**src/rtl/core_task_receiver.sv**
```systemverilog
// core_task_receiver: per-core receiving end of the task-dispatch interface.
// Accepts a 256-bit instruction block plus an optional R0 initial value when
// Start is pulsed, streams the block into local instruction memory, optionally
// writes R0, launches the core and waits for Core_Done.
// Optional feature macro: TASK_RX_PROTO_CHECK_EN enables the sticky Proto_Err
// checker. When it is undefined, Proto_Err is tied to 0.
// All outputs are registered.
module core_task_receiver #(
  parameter int unsigned INSN_WIDTH    = 16,
  parameter int unsigned INSN_PER_TASK = 16,
  parameter int unsigned R0_WIDTH      = 16
) (
  input  logic                                clk,
  input  logic                                reset,
  input  logic                                Start,
  input  logic [INSN_WIDTH*INSN_PER_TASK-1:0] Insn_Data,
  input  logic                                Init_R0_Vect,
  input  logic [R0_WIDTH-1:0]                 Init_R0,
  output logic                                Ready,
  output logic                                Imem_We,
  output logic [$clog2(INSN_PER_TASK)-1:0]    Imem_Addr,
  output logic [INSN_WIDTH-1:0]               Imem_Wdata,
  output logic                                R0_We,
  output logic [R0_WIDTH-1:0]                 R0_Wdata,
  output logic                                Core_Go,
  input  logic                                Core_Done,
  output logic                                Proto_Err
);

  localparam int unsigned AW = $clog2(INSN_PER_TASK);
  localparam int unsigned BW = INSN_WIDTH * INSN_PER_TASK;

  localparam logic [AW-1:0] CNT_ONE  = AW'(1);
  localparam logic [AW-1:0] CNT_LAST = AW'(INSN_PER_TASK - 1);

  localparam logic [1:0] S_IDLE = 2'd0;
  localparam logic [1:0] S_LOAD = 2'd1;
  localparam logic [1:0] S_GO   = 2'd2;
  localparam logic [1:0] S_WAIT = 2'd3;

  logic [1:0]            state_q, state_d;
  logic [AW-1:0]         cnt_q, cnt_d;
  logic [BW-1:0]         blk_q;
  logic                  vect_q;
  logic [R0_WIDTH-1:0]   r0_q;

  logic                  ready_q, ready_d;
  logic                  we_q, we_d;
  logic [AW-1:0]         addr_q, addr_d;
  logic [INSN_WIDTH-1:0] wdata_q, wdata_d;
  logic                  r0we_q, r0we_d;
  logic [R0_WIDTH-1:0]   r0data_q, r0data_d;
  logic                  go_q, go_d;

  logic                  accept;

  assign accept = (state_q == S_IDLE) && Start;

  // Next-state and word-counter logic
  always_comb begin
    state_d = state_q;
    cnt_d   = cnt_q;
    case (state_q)
      S_IDLE: begin
        if (Start) begin
          state_d = S_LOAD;
          cnt_d   = '0;
        end
      end
      S_LOAD: begin
        cnt_d = cnt_q + CNT_ONE;
        if (cnt_q == CNT_LAST) begin
          state_d = S_GO;
          cnt_d   = '0;
        end
      end
      S_GO:    state_d = S_WAIT;
      S_WAIT:  if (Core_Done) state_d = S_IDLE;
      default: state_d = S_IDLE;
    endcase
  end

  // Output pre-decode; every output is taken from a register the cycle after
  // the state that produces it, so Imem_We trails the LOAD state by one cycle.
  always_comb begin
    we_d     = (state_q == S_LOAD);
    addr_d   = '0;
    wdata_d  = '0;
    r0we_d   = 1'b0;
    r0data_d = '0;
    if (we_d) begin
      addr_d  = cnt_q;
      wdata_d = blk_q[cnt_q*INSN_WIDTH +: INSN_WIDTH];
      if (cnt_q == '0) begin
        r0we_d   = vect_q;
        r0data_d = r0_q;
      end
    end
    go_d    = (state_q == S_GO);
    ready_d = (state_d == S_IDLE);
  end

  // State, counter and registered outputs
  always_ff @(posedge clk or negedge reset) begin
    if (!reset) begin
      state_q  <= S_IDLE;
      cnt_q    <= '0;
      ready_q  <= 1'b1;
      we_q     <= 1'b0;
      addr_q   <= '0;
      wdata_q  <= '0;
      r0we_q   <= 1'b0;
      r0data_q <= '0;
      go_q     <= 1'b0;
    end else begin
      state_q  <= state_d;
      cnt_q    <= cnt_d;
      ready_q  <= ready_d;
      we_q     <= we_d;
      addr_q   <= addr_d;
      wdata_q  <= wdata_d;
      r0we_q   <= r0we_d;
      r0data_q <= r0data_d;
      go_q     <= go_d;
    end
  end

  // Task latch: captured only when a dispatch is accepted in IDLE
  always_ff @(posedge clk or negedge reset) begin
    if (!reset) begin
      blk_q  <= '0;
      vect_q <= 1'b0;
      r0_q   <= '0;
    end else if (accept) begin
      blk_q  <= Insn_Data;
      vect_q <= Init_R0_Vect;
      r0_q   <= Init_R0;
    end
  end

`ifdef TASK_RX_PROTO_CHECK_EN
  logic err_q;

  // Sticky protocol error: dispatch while busy, or completion before WAIT
  always_ff @(posedge clk or negedge reset) begin
    if (!reset) begin
      err_q <= 1'b0;
    end else if ((Start && (state_q != S_IDLE)) ||
                 (Core_Done && ((state_q == S_LOAD) || (state_q == S_GO)))) begin
      err_q <= 1'b1;
    end
  end

  assign Proto_Err = err_q;
`else
  assign Proto_Err = 1'b0;
`endif

  assign Ready      = ready_q;
  assign Imem_We    = we_q;
  assign Imem_Addr  = addr_q;
  assign Imem_Wdata = wdata_q;
  assign R0_We      = r0we_q;
  assign R0_Wdata   = r0data_q;
  assign Core_Go    = go_q;

endmodule

```
**config.mk**
```make
export PLATFORM = sky130hd
export DESIGN_NAME = core_task_receiver
export DESIGN_NICKNAME = d
export VERILOG_FILES = /design/src/rtl/core_task_receiver.sv
export SDC_FILE = /design/constraint.sdc
export NUM_CORES = 1
export LEC_CHECK = 0
export BUFFER_PORTS_ARGS = -buffer_cell sky130_fd_sc_hd__buf_4
export CAP_MARGIN = 10
export CORE_MARGIN = 2
export CORE_UTILIZATION = 53
export CTS_CLUSTER_DIAMETER = 30
export DETAILED_ROUTE_END_ITERATION = 8
export GPL_TIMING_DRIVEN = 0
export HOLD_SLACK_MARGIN = 0.15
export PLACE_DENSITY = 0.79
export REMOVE_ABC_BUFFERS = 1
export SETUP_SLACK_MARGIN = 0.05
export SYNTH_ARGS = -nofsm -noshare
export SYNTH_HDL_FRONTEND = slang
export SYNTH_SLANG_ARGS = --single-unit
```
**constraint.sdc**
```tcl
create_clock -name clk -period 2.6 [get_ports clk]
set_input_delay 0.65 -clock clk [delete_from_list [all_inputs] [get_ports clk]]
set_output_delay 0.65 -clock clk [all_outputs]
set_load 0.05 [all_outputs]
```
---- Yosys cells after proc, flatten, opt, wreduce, memory -nomap -nowiden ----
Cells that the tools add are included.
operators by class
  add/sub/neg operators ................... 1
  equal/unequal tests ..................... 5
  shifts and indexed selects .............. 1
  muxes and demuxes ....................... 13
  reductions and logical operators ........ 6
operators with widths
  kind                 number
  $shiftx 256x9->16    1
  $mux 16              3
  $mux 4               3
  $pmux 2 s4           1
  $pmux 4 s2           1
  $mux 2               3
  $add 4x1->4 const B  1
  $eq 2x2->1 const B   2
  $eq 4x4->1 const B   1
  $logic_not 2->1      2
  $logic_not 4->1      1
  $eq 2x1->1 const B   1
  $mux 1               2
  $ne 2x2->1 const B   1
  $reduce_and 2->1     1
  $reduce_bool 2->1    1
  $logic_and 1x1->1    1
word-level totals
  bits in registers ....................... 319
  input bits .............................. 277

---- Depth between registers and ports, before layout ----
  depth in word-level cells ............... 4
  mapped depth ............................ 8

---- Worst setup path after synthesis ----
No wires, ideal clock.
  kind .................................... input port to flip-flop
  start point ............................. input Start
  end point ............................... register blk_q[185]
  data arrival time ....................... 1.559 ns
  required time ........................... 2.472 ns
  path slack .............................. 0.913 ns
  cell stages on the path ................. 4
  cell sequence ........................... nor3b_2 buf_2 buf_2 mux2_1
between the ends
  word-level cells in the longest chain between the ends .. 1
ends and longest elaborated chain
  what                  line  source
  start, declared       15    input logic Start,
  $logic_and 1x1->1     57    assign accept = (state_q == S_IDLE) && Start;
  end signal, assigned  135   blk_q <= Insn_Data;
  end, declared         43    logic [BW-1:0] blk_q;
No other way between the ends.
A chain may end at the register's enable or synchronous reset.

---- Worst setup path after layout ----
  start point ............................. register state_q[1]
  end point ............................... register blk_q[99]
between the ends
  word-level cells in the longest chain between the ends .. 2
ends and longest elaborated chain
  what                    line  source
  start, declared         41    logic [1:0] state_q, state_d;
  start signal, assigned  116   state_q <= state_d;
  $logic_not 2->1         57
  $logic_and 1x1->1       57
No other way between the ends.

==> impl_metrics.yaml <==
die:
  fp-row-count: 59
  io_pins: 318
  initial_utilization: 0.5350
  dieWidth_um: 165.3
  fp.dieH_um: 165.3
  die-area_um2: 27310
  core_area_um2: 25760
worst_setup_path:
  cp-end-kind: "flip-flop"
  crit_required_ns: 3.01
  critical_path_class: "flip-flop to flip-flop"
  critPathMaxFanout: 20
  startpoint_type: "flip-flop"
  worstPathArrival_ns: 2.84
synth:
  synth_edf_count: 0
  synthFlopType: "dfrtp_1"
  syn_inst: 958
  synth.top_cells.by_area: "dfrtp_1 58%, mux2_1 22%, mux2i_1 9.3%, a22oi_1 3.5%, buf_2 1.6%"
  synthArstFlopShare: 1.000
  synth_most_common_cell: "dfrtp_1"
  ys_seq_area_frac: 0.5792
  yosysTopAreaCell: "dfrtp_1"
  synthDominantCellAreaShare: 0.5773
  syn_area_per_cell_um2: 14.39
  syn_area_um2: 13780
  synthDistinctLibCells: 32
  synth_seq_cells: 319
  synth_warnings: 0
  synth_common_cells: "318 x dfrtp_1, 270 x mux2_1, 128 x mux2i_1, 64 x a22oi_1, 45 x buf_2"
grt:
  first_global_vias: 10230
  grt_max_degree: 125
  grt_pass1_wl_um: 53780
  antenna_found_initial: 0
  grtUsageTotal: 0.2559
  grt_overflow: 0
final_layout:
  area_growth_pct: 39.92
  nets: 1587
  nFillCells: 1577
  final_area_um2: 19290
  drive_gt1_frac: 0.3502
min_path:
  hold_class: "input port to flip-flop"
place:
  place_ws_ns: -0.4524
  place.port_buffers: 316
  gp_congestion: 0.7704
  dp_hpwl_um: 22140
  dpl-instance-area_um2: 16800
cts:
  clock_latency_ns: 0.55
  cts.path.max_buffers: 3
  root_buffer: "clkbuf_16"
  cts_tree: "done"
  clkSinkCount: 319
  cts_max_level: 3
  cts_buffers: 72
  path_clk_slew_ns: 0.05
routing:
  vias: 9229
  firstDrtPassIters: 4
  vias_per_cell: 5.426
  wirelength_um: 34900
  drt_iter0_markers: 464
  wl_per_cell_um: 20.52
  ant_nets: 0
  remaining_drc_errors: 0
sta:
  slew_viol_final: 0
  tns_ns: 0
  period_needed_ns: 2.424
  rsz0062_at_grt: "false"
  max_freq_mhz: 412.6
  final-setup-viol-count: 0
  whs_ns: 0.3129
  tightestPinTransition_ns: 1.199
  max-slew-margin-rel: 0.1987
  fin_skew_ns: 0.02480
  final_hold_viol_count: 0
  worst_slack_ns: 0.1762
  finalCritPeriodShare: 0.9322
power_and_ir_drop:
  p_leak_nw: 9.138
  max-vdd-ir-drop_mv: 0.8352
  p_per_area_nw_per_um2: 1363
status:
  status: "finished, final reports clean"
job:
  maxCapViolCount: 0
-- worst paths after layout --
path                                 end  slack, ns  cells past startpoint        from
min in group asynchronous        r0_q[1]       0.70                      2       reset
min reg2reg                 R0_Wdata[15]       0.46                      1    r0_q[15]
max reg2reg                    blk_q[99]       0.18                      9  state_q[1]
max in group asynchronous  Imem_Wdata[2]       0.84                      3       reset
min                           state_q[1]       0.31                      2   Core_Done
max                            blk_q[99]       0.18                      9  state_q[1]
-- cell usage in the layout (no fill, tap or decap), types with 3 or more instances in the layout --
cell / instances
buf_12: 5
nand2_1: 37
mux2i_1: 128
clkinv_8: 3
buf_16: 13
o22ai_1: 16
a22oi_1: 64
clkbuf_8: 9
clkbuf_16: 74
clkbuf_1: 13
mux2_2: 4
inv_6: 3
mux2_1: 270
inv_1: 4
buf_8: 10
o21ai_0: 3
clkinvlp_4: 5
clkinv_2: 16
bufinv_16: 6
and2_1: 20
buf_4: 316
dfrtp_1: 315
-- routing by layer --
| metal | vias up | track usage | routed length, µm |
|---|---|---|---|
| met3 | 73 | 0.08142 | 2845 |
| li1 | 4191 | - | - |
| met5 | - | 0 | 0 |
| met4 | 0 | 0.1107 | 1057 |
| met2 | 305 | 0.4311 | 17350 |
| met1 | 4660 | 0.3022 | 13640 |
-- per-stage QoR --
step,total power [W],cells,utilization
2_1_floorplan,0.01405,889,-
3_3_place_gp,0.01559,1540,0.6290
5_1_grt,0.02771,1700,0.7485
4_1_cts,0.02644,1699,0.7477
3_5_place_dp,0.01731,1565,0.6520
6_report,0.02630,1701,0.7486
-- critical path, stage by stage (launching register included) --
cell and delay, ns:
dfrtp_2 0.49, nor3b_4 0.26, buf_12 0.15, buf_16 0.15
buf_16 0.17, buf_16 0.16, buf_8 0.17, buf_8 0.17
buf_8 0.20, mux2_1 0.34
-- cell families (layout without fill, tap and decap cells) --
| group | count (synthesis) | after routing | share of synthesized area |
|---|---|---|---|
| AO/OA/AOI/OAI | 92 | 92 | 0.04784 |
| adder cells (fa/ha/maj) | 2 | 2 | 0.001815 |
| buffers and inverters | 73 | 480 | 0.02805 |
| flip-flops | 319 | 319 | 0.5792 |
| multiplexers | 402 | 402 | 0.3168 |
| other | 1 | 2 | 0.0002720 |
| AND/OR/NAND/NOR | 69 | 69 | 0.02605 |
-- where the power goes --
group | switching, W | internal (W) | total [W]
clock network | 0.00280 | 0.00606 | 0.00886
registers | 0.00136 | 0.00745 | 0.00880
logic | 0.00445 | 0.00418 | 0.00863
total | 0.00860 | 0.0177 | 0.0263
-- state kept, by name, indices dropped and copies added (netlist names) --
name	flops
vect_q	1
blk_q	256
r0_q	16
Ready	1
R0_We	1
Imem_We	1
Imem_Wdata	16
Imem_Addr	4
Core_Go	1
R0_Wdata	16
state_q	2
cnt_q	4
-- what timing repair did --
item / 4_1_cts / 5_1_grt
hold buffers: 1 / 0
endpoints found under the setup margin: 69 / 23
setup buffers: 2 / 1
gates cloned: 0 / 0
pin swaps: 1 / 0
gates resized for setup: 0 / 2
hold endpoints to repair: 77 / 0
-- cell type report --
class / count / area, µm² / share of cell area
Multi-Input combinational cell: 566 / 5444 / 0.2823
Tap cell: 335 / 419.2 / 0.02173
Timing Repair Buffer: 345 / 2990 / 0.1550
Sequential cell: 319 / 7990 / 0.4143
Clock buffer: 96 / 2024 / 0.1050
Clock inverter: 35 / 401.6 / 0.02082
Inverter: 4 / 15.01 / 0.0007785
Antenna cell: 1 / 2.502 / 0.0001297
Power figures use the tool's default switching activity.
